File: src/rtl/sub_bytes_seq.sv
// Sequential AES SubBytes: streams 16 state bytes through an external registered sbox
// and reassembles the substituted state behind a valid/ready handshake.
module sub_bytes_seq #(
  parameter int unsigned SBOX_LATENCY = 1
) (
  input  logic         clk,
  input  logic         rst,
  input  logic         in_valid,
  output logic         in_ready,
  input  logic [127:0] state_in,
  output logic [7:0]   sbox_addr,
  input  logic [7:0]   sbox_data,
  output logic         out_valid,
  input  logic         out_ready,
  output logic [127:0] state_out
);

  typedef enum logic [1:0] {S_IDLE, S_ISSUE, S_DRAIN, S_DONE} state_e;

  state_e                        state_q, state_d;
  logic [127:0]                  src_q, src_d;
  logic [127:0]                  res_q, res_d;
  logic [127:0]                  out_q, out_d;
  logic [3:0]                    issue_idx_q, issue_idx_d;
  logic                          iss_vld_q, iss_vld_d;
  logic [3:0]                    iss_tag_q, iss_tag_d;
  logic [SBOX_LATENCY-1:0]       pvld_q, pvld_d;
  logic [SBOX_LATENCY-1:0][3:0]  ptag_q, ptag_d;
  logic [7:0]                    addr_q, addr_d;
  logic                          out_valid_q, out_valid_d;

  logic                          head_vld;
  logic [3:0]                    head_tag;
  logic [7:0]                    issue_byte;

  always_comb begin
    head_vld   = pvld_q[SBOX_LATENCY-1];
    head_tag   = ptag_q[SBOX_LATENCY-1];
    issue_byte = '0;
    for (int unsigned k = 0; k < 16; k++) begin
      if (issue_idx_q == 4'(k)) issue_byte = src_q[127-8*k -: 8];
    end

    state_d     = state_q;
    src_d       = src_q;
    res_d       = res_q;
    out_d       = out_q;
    issue_idx_d = issue_idx_q;
    iss_vld_d   = 1'b0;
    iss_tag_d   = iss_tag_q;
    addr_d      = addr_q;
    out_valid_d = out_valid_q;

    // Tag pipe tracks which byte the sbox is returning; entry 0 loads when the sbox samples.
    pvld_d    = pvld_q;
    ptag_d    = ptag_q;
    pvld_d[0] = iss_vld_q;
    ptag_d[0] = iss_tag_q;
    for (int unsigned i = 1; i < SBOX_LATENCY; i++) begin
      pvld_d[i] = pvld_q[i-1];
      ptag_d[i] = ptag_q[i-1];
    end

    if (head_vld) begin
      for (int unsigned k = 0; k < 16; k++) begin
        if (head_tag == 4'(k)) res_d[127-8*k -: 8] = sbox_data;
      end
    end

    case (state_q)
      S_IDLE: begin
        if (in_valid) begin
          // Byte 0 is issued on the accept edge itself; issue_idx names the next byte.
          src_d       = state_in;
          addr_d      = state_in[127:120];
          iss_vld_d   = 1'b1;
          iss_tag_d   = 4'd0;
          issue_idx_d = 4'd1;
          state_d     = S_ISSUE;
        end
      end
      S_ISSUE: begin
        addr_d    = issue_byte;
        iss_vld_d = 1'b1;
        iss_tag_d = issue_idx_q;
        if (issue_idx_q == 4'd15) state_d = S_DRAIN;
        else                      issue_idx_d = issue_idx_q + 4'd1;
      end
      S_DRAIN: begin
        if (head_vld && head_tag == 4'd15) begin
          out_d       = res_d;
          out_valid_d = 1'b1;
          state_d     = S_DONE;
        end
      end
      S_DONE: begin
        if (out_ready) begin
          out_valid_d = 1'b0;
          state_d     = S_IDLE;
        end
      end
      default: begin
        out_valid_d = 1'b0;
        state_d     = S_IDLE;
      end
    endcase
  end

  always_ff @(posedge clk or posedge rst) begin
    if (rst) begin
      state_q     <= S_IDLE;
      src_q       <= '0;
      res_q       <= '0;
      out_q       <= '0;
      issue_idx_q <= '0;
      iss_vld_q   <= 1'b0;
      iss_tag_q   <= '0;
      pvld_q      <= '0;
      ptag_q      <= '0;
      addr_q      <= '0;
      out_valid_q <= 1'b0;
    end else begin
      state_q     <= state_d;
      src_q       <= src_d;
      res_q       <= res_d;
      out_q       <= out_d;
      issue_idx_q <= issue_idx_d;
      iss_vld_q   <= iss_vld_d;
      iss_tag_q   <= iss_tag_d;
      pvld_q      <= pvld_d;
      ptag_q      <= ptag_d;
      addr_q      <= addr_d;
      out_valid_q <= out_valid_d;
    end
  end

  assign in_ready  = (state_q == S_IDLE);
  assign sbox_addr = addr_q;
  assign out_valid = out_valid_q;
  assign state_out = out_q;

endmodule

File: config.mk
export PLATFORM = sky130hd
export DESIGN_NAME = sub_bytes_seq
export DESIGN_NICKNAME = d
export VERILOG_FILES = /design/src/rtl/sub_bytes_seq.sv
export SDC_FILE = /design/constraint.sdc
export NUM_CORES = 1
export LEC_CHECK = 0
export CAP_MARGIN = 30
export CORE_ASPECT_RATIO = 2
export CORE_MARGIN = 2
export CORE_UTILIZATION = 53
export DETAILED_ROUTE_END_ITERATION = 12
export PLACE_DENSITY = 0.76
export SLEW_MARGIN = 10
export SYNTH_ARGS = -nofsm -noshare
export SYNTH_HDL_FRONTEND = slang
export SYNTH_SLANG_ARGS = --single-unit
File: constraint.sdc
create_clock -name clk -period 17.9 [get_ports clk]
set_clock_uncertainty 0.1 [all_clocks]
set_input_delay 5.37 -clock clk [delete_from_list [all_inputs] [get_ports clk]]
set_output_delay 5.37 -clock clk [all_outputs]
set_load 0.01 [all_outputs]
==> flow_summary.json, run 1 <==
{
  "htreeDepth": 2,
  "crit_path_top_delay_cell": "buf_4",
  "whs_ns": 0.259,
  "maxSlewHeadroom_pct": 34.8,
  "dp.cells": 1819,
  "grt_pass1_vias": 10947,
  "finalCritPeriodShare_pct": 47.0,
  "setup_tns_ns": 0,
  "synth_nets": 1329,
  "maxCapViolations": 0,
  "synthTopCellsByCount": "401 x dfrtp_1, 355 x mux2_2, 39 x buf_2",
  "place_area_mm2": 0.0199,
  "crit_buf_inv": 5,
  "final_area_mm2": 0.0211,
  "tritoncts": "built",
  "path_cells": "clkdlybuf4s50_1 > inv_8 > buf_12 > buf_4 > buf_4",
  "area_growth_pct": 25.9,
  "startpoint_type": "primary input",
  "finalWirelength_um": 39300,
  "die_area_mm2": 0.0331,
  "syn_area_per_cell_um2": 14.2,
  "final_cells": 1888,
  "hold_viol_final": 0,
  "diodes": 0,
  "syn_inst": 1181,
  "ys_seq_area_share_pct": 59.9,
  "status": "complete, no violations",
  "die_w_um": 130,
  "p_per_area_mw_per_mm2": 137,
  "cpLargestDelayFamily": "buffers and inverters",
  "grt_max_degree": 175,
  "drive_above_1_share_pct": 32.1,
  "worst_pin_slew_ns": 0.978,
  "core_area_mm2": 0.0313,
  "cp_max_fo": 174,
  "via_per_inst": 5.55,
  "die_y_um": 255,
  "syn_area_mm2": 0.0168,
  "io_pins": 278,
  "cp_data_required_time_ns": 18.36,
  "synth.area.top_cells": "dfrtp_1 60%, mux2_2 24%, mux2_4 1.4%, buf_2 1.2%, a21oi_1 1.1%",
  "path_common_cell": "buf_4",
  "cts_setup_buffers": 0,
  "yosysMostFrequentCell": "dfrtp_1",
  "drc_errors": 0,
  "setup_ws_ns": 9.48,
  "synthArstFlopShare_pct": 100,
  "arrival_ns": 8.88,
  "p_leak_nw": 9.38,
  "p_total_mw": 2.89,
  "ir_worst_vdd_v": 0.0000894,
  "overflow": 0,
  "row_count": 92,
  "cts_inserted_buffers": 37,
  "ys.flop_type": "dfrtp_1",
  "drt-initial-drc-count": 650,
  "start_util_pct": 53.5,
  "hpwl_um": 26300,
  "grt_usage_pct": 23.9,
  "synth_top_area_cell": "dfrtp_1",
  "antenna_found_initial": 0,
  "hp-class": "reg -> reg",
  "critPathMaxStageDelay_ns": 0.80,
  "ys_ff_latch": 401,
  "first_pass_iters": 5,
  "ys_types": 52,
  "synth_edf_count": 0,
  "gp_congestion": 0.853,
  "synth_top_area_share_pct": 59.9,
  "root_buffer": "clkbuf_16",
  "cts_resized": 0,
  "hold_buffers": 0,
  "final_nets": 1587,
  "crit_type": "in -> async",
  "synth_warnings": 0,
  "period_needed_ns": 8.42,
  "endpoint_kind": "async pin",
  "clk_path_buf_depth": 3,
  "clock-sinks": 401,
  "post-route-util_pct": 67.4,
  "port_buffers": 277,
  "rsz0062_at_grt": "no",
  "wire_per_inst_um": 20.8,
  "final_antenna_net_count": 0,
  "fmax_mhz": 119,
  "clk_pin_slew_ns": 0.06,
  "place_ws_ns": 8.81,
  "grt_pass1_wl_um": 61400,
  "clock_latency_ns": 0.53,
  "maxSlewViolCount": 0,
  "setup_viol": 0,
  "num_vias": 10472
}
==> area by class of cell <==
| type | count | area (um^2) |
|---|---|---|
| fillers | 2235 | 10200 |
| flip-flops and latches | 401 | 10000 |
| multi-input cells | 682 | 6290 |
| repair buffers | 292 | 2990 |
| clock buffers | 50 | 1020 |
| well taps | 423 | 529 |
| clock inverters | 15 | 130 |
| inverters | 25 | 101 |
==> kinds of logic after synthesis <==
| logic type | count (synthesis) | share of synthesized area, % |
|---|---|---|
| AO/OA/AOI/OAI | 144 | 6.17 |
| adder cells (fa/ha/maj) | 8 | 0.597 |
| buffers and inverters | 98 | 2.69 |
| flip-flops | 401 | 59.9 |
| multiplexers | 377 | 25.7 |
| AND/OR/NAND/NOR | 153 | 4.98 |
==> layout by cell type (no fill, tap or decap), types with 10 or more instances in the layout <==
cell and instances:
nor2_1 29, mux2_2 355, nand2b_1 22, o21ai_0 23
a21oi_1 37, mux2_4 16, clkdlybuf4s50_1 277, inv_1 23
nand3b_1 10, o2bb2ai_1 14, a221oi_1 16, dfrtp_1 401
clkinv_2 10, nand2_1 30, clkbuf_16 37, nor2b_1 27
==> worst paths after layout <==
kind | start | end | slack, ns | cells after the start
worst max register to register | state_q[0]$_DFFE_PP0P_ | src_q[52]$_DFFE_PP0P_ | 15.02 | 6
max in group clk | state_q[0]$_DFFE_PP0P_ | in_ready | 10.26 | 3
worst min register to register | iss_vld_q$_DFF_PP0_ | head_vld$_DFF_PP0_ | 0.26 | 0
min in group asynchronous | rst | src_q[107]$_DFFE_PP0P_ | 5.24 | 2
worst max-delay path | rst | state_out[37]$_DFFE_PP0P_ | 9.48 | 5
worst min-delay path | iss_vld_q$_DFF_PP0_ | head_vld$_DFF_PP0_ | 0.26 | 0
==> state kept, by name (all words and copies together) (netlist names) <==
register / cells
src_q: 128
state_out: 128
res_q: 120
sbox_addr: 8
head_tag: 4
iss_tag_q: 4
issue_idx_q: 4
state_q: 2
head_vld: 1
iss_vld_q: 1
out_valid: 1
==> report_power, final <==
part / internal, mW / total (mW) / switching, mW
Combinational: 0.441 / 0.857 / 0.416
Clock: 0.420 / 0.761 / 0.341
Sequential: 1.15 / 1.27 / 0.127
==> metal layers <==
layer / GRT usage, % / share of wire [%] / routed length (um) / up-vias
li1: - / - / - / 4733
met1: 33.6 / 43 / 17100 / 5347
met2: 37.8 / 48 / 19000 / 319
met3: 4.33 / 5.4 / 2110 / 73
met4: 7.56 / 2.9 / 1130 / 0
met5: 0 / 0 / 0 / -
Power figures use the tool's default switching activity.
==> run 2, diff against run 1 <==
--- a/config.mk
+++ b/config.mk
@@ -8,9 +8,9 @@
 export CAP_MARGIN = 30
 export CORE_ASPECT_RATIO = 2
 export CORE_MARGIN = 2
-export CORE_UTILIZATION = 53
+export CORE_UTILIZATION = 48
 export DETAILED_ROUTE_END_ITERATION = 12
-export PLACE_DENSITY = 0.76
+export PLACE_DENSITY = 0.73
 export SLEW_MARGIN = 10
 export SYNTH_ARGS = -nofsm -noshare
 export SYNTH_HDL_FRONTEND = slang
==> constraint.sdc (replaced) <==
create_clock -name clk -period 7.4 [get_ports clk]
set_clock_uncertainty 0.1 [all_clocks]
set_input_delay 2.22 -clock clk [delete_from_list [all_inputs] [get_ports clk]]
set_output_delay 2.22 -clock clk [all_outputs]
set_load 0.01 [all_outputs]
==> run 2 against run 1 <==
Effect of this change:
- via count is 0.60% higher
- routed wire length up 4.9%
- sequential power grew 140%
- largest power group unchanged
- total power grew 150%
- design area is 0.61% higher
- non-clock buffer count fell by 1
- highest routed layer is now met5
- global-route usage fell by 1.1 points
- cell count grew 1.1%
==> flow_summary.json, run 2 (synthesized netlist as in run 1, its figures left out) <==
{
  "status": "complete, no violations",
  "maxSlewHeadroom_pct": 38.2,
  "grt_pass1_wl_um": 63600,
  "drive_above_1_share_pct": 32.2,
  "core_area_mm2": 0.0344,
  "die_y_um": 268,
  "die_w_um": 136,
  "worst_pin_slew_ns": 0.924,
  "port_buffers": 277,
  "grt_usage_pct": 22.8,
  "cts_inserted_buffers": 37,
  "endpoint_kind": "output pin",
  "p_total_mw": 7.18,
  "cts_setup_buffers": 0,
  "drc_errors": 0,
  "cp_max_fo": 14,
  "cp_data_required_time_ns": 5.08,
  "clock_latency_ns": 0.54,
  "whs_ns": 0.255,
  "hpwl_um": 29100,
  "final_antenna_net_count": 0,
  "antenna_found_initial": 1,
  "dp.cells": 1837,
  "finalCritPeriodShare_pct": 60.9,
  "hp-class": "reg -> reg",
  "cts_resized": 0,
  "overflow": 0,
  "root_buffer": "clkbuf_16",
  "arrival_ns": 2.19,
  "final_cells": 1908,
  "via_per_inst": 5.52,
  "path_cells": "inv_1 > ha_1 > clkdlybuf4s50_1",
  "num_vias": 10535,
  "cpLargestDelayFamily": "buffers and inverters",
  "clk_pin_slew_ns": 0.06,
  "clk_path_buf_depth": 3,
  "gp_congestion": 0.899,
  "grt_max_degree": 148,
  "start_util_pct": 48.8,
  "p_leak_nw": 9.42,
  "fmax_mhz": 222,
  "final_common_cell": "dfrtp_1",
  "place_ws_ns": 2.55,
  "row_count": 96,
  "first_pass_iters": 5,
  "finalWirelength_um": 41200,
  "area_growth_pct": 26.6,
  "htreeDepth": 2,
  "period_needed_ns": 4.51,
  "final_cell_mix": "401 x dfrtp_1, 355 x mux2_2, 277 x clkdlybuf4s50_1",
  "hold_buffers": 0,
  "diodes": 0,
  "maxSlewViolCount": 0,
  "crit_type": "reg -> out",
  "drt-initial-drc-count": 475,
  "rsz0062_at_grt": "no",
  "ir_worst_vdd_v": 0.000247,
  "p_per_area_mw_per_mm2": 338,
  "final_area_mm2": 0.0212,
  "tritoncts": "built",
  "setup_viol": 0,
  "critPathMaxStageDelay_ns": 0.64,
  "io_pins": 278,
  "maxCapViolations": 0,
  "place_area_mm2": 0.0199,
  "grt_pass1_vias": 11278,
  "crit_buf_inv": 2,
  "final_nets": 1586,
  "nFillCells": 2674,
  "die_area_mm2": 0.0365,
  "startpoint_type": "flip-flop",
  "setup_ws_ns": 2.89,
  "hold_viol_final": 0,
  "crit_path_top_delay_cell": "clkdlybuf4s50_1",
  "clock-sinks": 401,
  "wire_per_inst_um": 21.6
}
[run 2: changes by cell type in the layout (fill, tap and decap cells not counted)]
cell and change:
clkbuf_16 +2, inv_8 -1, clkinv_8 -2, clkinvlp_4 +3
buf_16 -1, bufinv_16 +5, buf_8 -3, clkinv_2 -1
clkbuf_8 -2, clkbuf_1 -1, buf_12 +1, buf_4 +2
[run 2: area by class of cell]
| type | count | area (um^2) | share of cell area [%] |
|---|---|---|---|
| tap | 441 | 552 | 2.60 |
| sequential | 401 | 10000 | 47.3 |
| multi-input combinational | 682 | 6290 | 29.6 |
| timing repair buffer | 291 | 2950 | 13.9 |
| clock buffer | 49 | 1040 | 4.92 |
| clock inverter | 19 | 258 | 1.21 |
| inverter | 25 | 97.6 | 0.460 |
[run 2: final timing paths]
check / from / to / slack (ns) / cells past startpoint
worst max-delay path: state_q[1]$_DFFE_PP0P_ / in_ready / 2.89 / 3
worst min-delay path: iss_vld_q$_DFF_PP0_ / head_vld$_DFF_PP0_ / 0.26 / 0
worst max register to register: state_q[0]$_DFFE_PP0P_ / src_q[49]$_DFFE_PP0P_ / 4.34 / 5
worst min register to register: iss_vld_q$_DFF_PP0_ / head_vld$_DFF_PP0_ / 0.26 / 0
max in group asynchronous: rst / state_out[35]$_DFFE_PP0P_ / 4.16 / 3
min in group asynchronous: rst / state_out[51]$_DFFE_PP0P_ / 1.95 / 2
[run 2: per-stage QoR]
stage / setup TNS [ns] / utilization, %
finish: 0 / 61.8
global route: 0 / 61.8
CTS: 0 / 61.6
detailed placement: 0 / 57.8
global placement: 0 / 57.8
floorplan: -128.22 / -
[run 2: power breakdown]
| group | internal, mW | switching, mW | total, mW |
|---|---|---|---|
| Clock | 1.21 | 0.833 | 2.04 |
| Combinational | 1.04 | 1.01 | 2.05 |
| Sequential | 2.77 | 0.314 | 3.09 |
[run 2: metal layers]
| layer | vias to the layer above | GRT usage, % | wire length [um] |
|---|---|---|---|
| li1 | 4731 | - | - |
| met1 | 5332 | 24.3 | 14300 |
| met2 | 351 | 42.4 | 22800 |
| met3 | 119 | 3.64 | 1870 |
| met4 | 2 | 11.9 | 2310 |
| met5 | - | 0 | 11 |
==> run 3, diff against run 2 <==
--- a/config.mk
+++ b/config.mk
@@ -8,9 +8,9 @@
 export CAP_MARGIN = 30
 export CORE_ASPECT_RATIO = 2
 export CORE_MARGIN = 2
-export CORE_UTILIZATION = 48
+export CORE_UTILIZATION = 53
 export DETAILED_ROUTE_END_ITERATION = 12
-export PLACE_DENSITY = 0.73
+export PLACE_DENSITY = 0.76
 export SLEW_MARGIN = 10
 export SYNTH_ARGS = -nofsm -noshare
 export SYNTH_HDL_FRONTEND = slang
==> constraint.sdc (replaced) <==
create_clock -name clk -period 4.6 [get_ports clk]
set_clock_uncertainty 0.1 [all_clocks]
set_input_delay 1.38 -clock clk [delete_from_list [all_inputs] [get_ports clk]]
set_output_delay 1.38 -clock clk [all_outputs]
set_load 0.01 [all_outputs]
==> run 3 against run 2 <==
Effect of this change:
- worst setup slack lost 1.9 ns
- core utilization grew 5.8 points
- routed wire length shrank 3.4%
- design area shrank 0.29%
- clock power grew 50%
- register-to-register slack lost 2.4 ns
- global-route usage grew 2.0 points
- combinational power grew 62%
- critical path depth is the same
- largest power group unchanged
- highest routed layer is now met4
==> flow_summary.json, run 3 (synthesized netlist as in run 1, its figures left out) <==
{
  "rsz0062_at_grt": "no",
  "final_nets": 1589,
  "overflow": 0,
  "drc_errors": 0,
  "die_w_um": 130,
  "cpLargestDelayFamily": "buffers and inverters",
  "path_cells": "inv_1 > ha_1 > clkdlybuf4s50_1",
  "clock-sinks": 401,
  "multi_input_area_mm2": 0.00629,
  "clk_path_buf_depth": 3,
  "io_pins": 278,
  "hold_buffers": 0,
  "clock_latency_ns": 0.54,
  "setup_tns_ns": 0,
  "final_antenna_net_count": 0,
  "cp_max_fo": 14,
  "hold_viol_final": 0,
  "hpwl_um": 27200,
  "nFillCells": 2298,
  "final_area_mm2": 0.0212,
  "grt_max_degree": 122,
  "ir_worst_vdd_v": 0.000332,
  "first_pass_iters": 6,
  "final_cell_mix": "401 x dfrtp_1, 355 x mux2_2, 277 x clkdlybuf4s50_1",
  "start_util_pct": 53.5,
  "tritoncts": "built",
  "finalWirelength_um": 39800,
  "diodes": 0,
  "critPathMaxStageDelay_ns": 0.66,
  "finalCritPeriodShare_pct": 78.7,
  "drt-initial-drc-count": 498,
  "place_ws_ns": 1.20,
  "p_per_area_mw_per_mm2": 537,
  "grt_pass1_vias": 11595,
  "core_area_mm2": 0.0313,
  "htreeDepth": 2,
  "cts_resized": 0,
  "crit_type": "reg -> out",
  "area_growth_pct": 26.3,
  "dp.cells": 1825,
  "port_buffers": 277,
  "row_count": 92,
  "place_area_mm2": 0.0199,
  "clk_pin_slew_ns": 0.06,
  "wire_per_inst_um": 21.1,
  "whs_ns": 0.245,
  "antenna_found_initial": 0,
  "setup_viol": 0,
  "period_needed_ns": 3.62,
  "num_vias": 10496,
  "maxSlewHeadroom_pct": 33.2,
  "maxSlewViolCount": 0,
  "maxCapViolations": 0,
  "startpoint_type": "flip-flop",
  "status": "complete, no violations",
  "grt_pass1_wl_um": 64000,
  "crit_buf_inv": 2,
  "fmax_mhz": 276,
  "gp_congestion": 0.894,
  "grt_usage_pct": 24.8,
  "cp_data_required_time_ns": 3.12,
  "worst_pin_slew_ns": 0.999,
  "crit_path_top_delay_cell": "clkdlybuf4s50_1",
  "register_area_mm2": 0.0100,
  "die_y_um": 255,
  "p_leak_nw": 9.40,
  "hp-class": "reg -> reg",
  "final_common_cell": "dfrtp_1",
  "setup_ws_ns": 0.978,
  "drive_above_1_share_pct": 32.0,
  "endpoint_kind": "output pin",
  "cts_inserted_buffers": 36,
  "root_buffer": "clkbuf_16",
  "final_cells": 1890,
  "cts_setup_buffers": 0,
  "die_area_mm2": 0.0331,
  "via_per_inst": 5.55,
  "arrival_ns": 2.14
}
[run 3: changes by cell type in the layout (fill, tap and decap cells not counted), sizes merged]
cell	before	now
clkinv	11	7
bufinv	6	3
clkbuf	49	54
inv	24	23
buf	14	18
clkinvlp	3	2
[run 3: path summary, 6_finish.rpt]
path	from	end	slack, ns	cells past startpoint
hold / removal	iss_vld_q$_DFF_PP0_	head_vld$_DFF_PP0_	0.25	0
hold reg to reg	iss_vld_q$_DFF_PP0_	head_vld$_DFF_PP0_	0.25	0
min in group asynchronous	rst	res_q[106]$_DFF_PP0_	1.08	2
max in group asynchronous	rst	state_out[2]$_DFFE_PP0P_	2.41	4
setup / recovery	state_q[0]$_DFFE_PP0P_	in_ready	0.98	3
setup reg to reg	issue_idx_q[0]$_DFFE_PP0P_	sbox_addr[3]$_DFFE_PP0P_	1.93	7
[run 3: power breakdown]
part	internal, mW	switching (mW)
logic	1.71	1.62
registers	4.46	0.505
clock network	1.77	1.29
total	7.94	3.41
[run 3: per-layer routing]
metal / global-route usage [%] / wire length (um) / part of all wire (%)
met5: 0 / 0 / 0
met4: 8.00 / 1180 / 3.0
met3: 5.15 / 2340 / 5.9
met2: 41.2 / 19900 / 50
met1: 32.3 / 16400 / 41
[run 3: worst register-to-register path, cell delays in order, from the launching register on]
cell and delay [ns]:
dfrtp_1 0.47, inv_1 0.13, ha_1 0.55, buf_4 0.43, a221oi_1 0.11, o221ai_1 0.33
o2111ai_1 0.24, o2bb2ai_1 0.19
[run 3: cell type report]
type                            count  share of cell area (%)
Inverter                           25                   0.461
Timing Repair Buffer              295                    14.2
Tap cell                          423                    2.50
Clock buffer                       54                    5.01
Multi-Input combinational cell    682                    29.7
Clock inverter                     10                   0.656
Sequential cell                   401                    47.4
[run 3: per-stage QoR]
stage / util (%) / power [mW]
4_1_cts: 67.5 / 11.4
5_1_grt: 67.6 / 12.0
3_3_place_gp: 63.6 / 8.12
6_report: 67.6 / 11.4
3_5_place_dp: 63.7 / 8.34
2_1_floorplan: - / 7.25
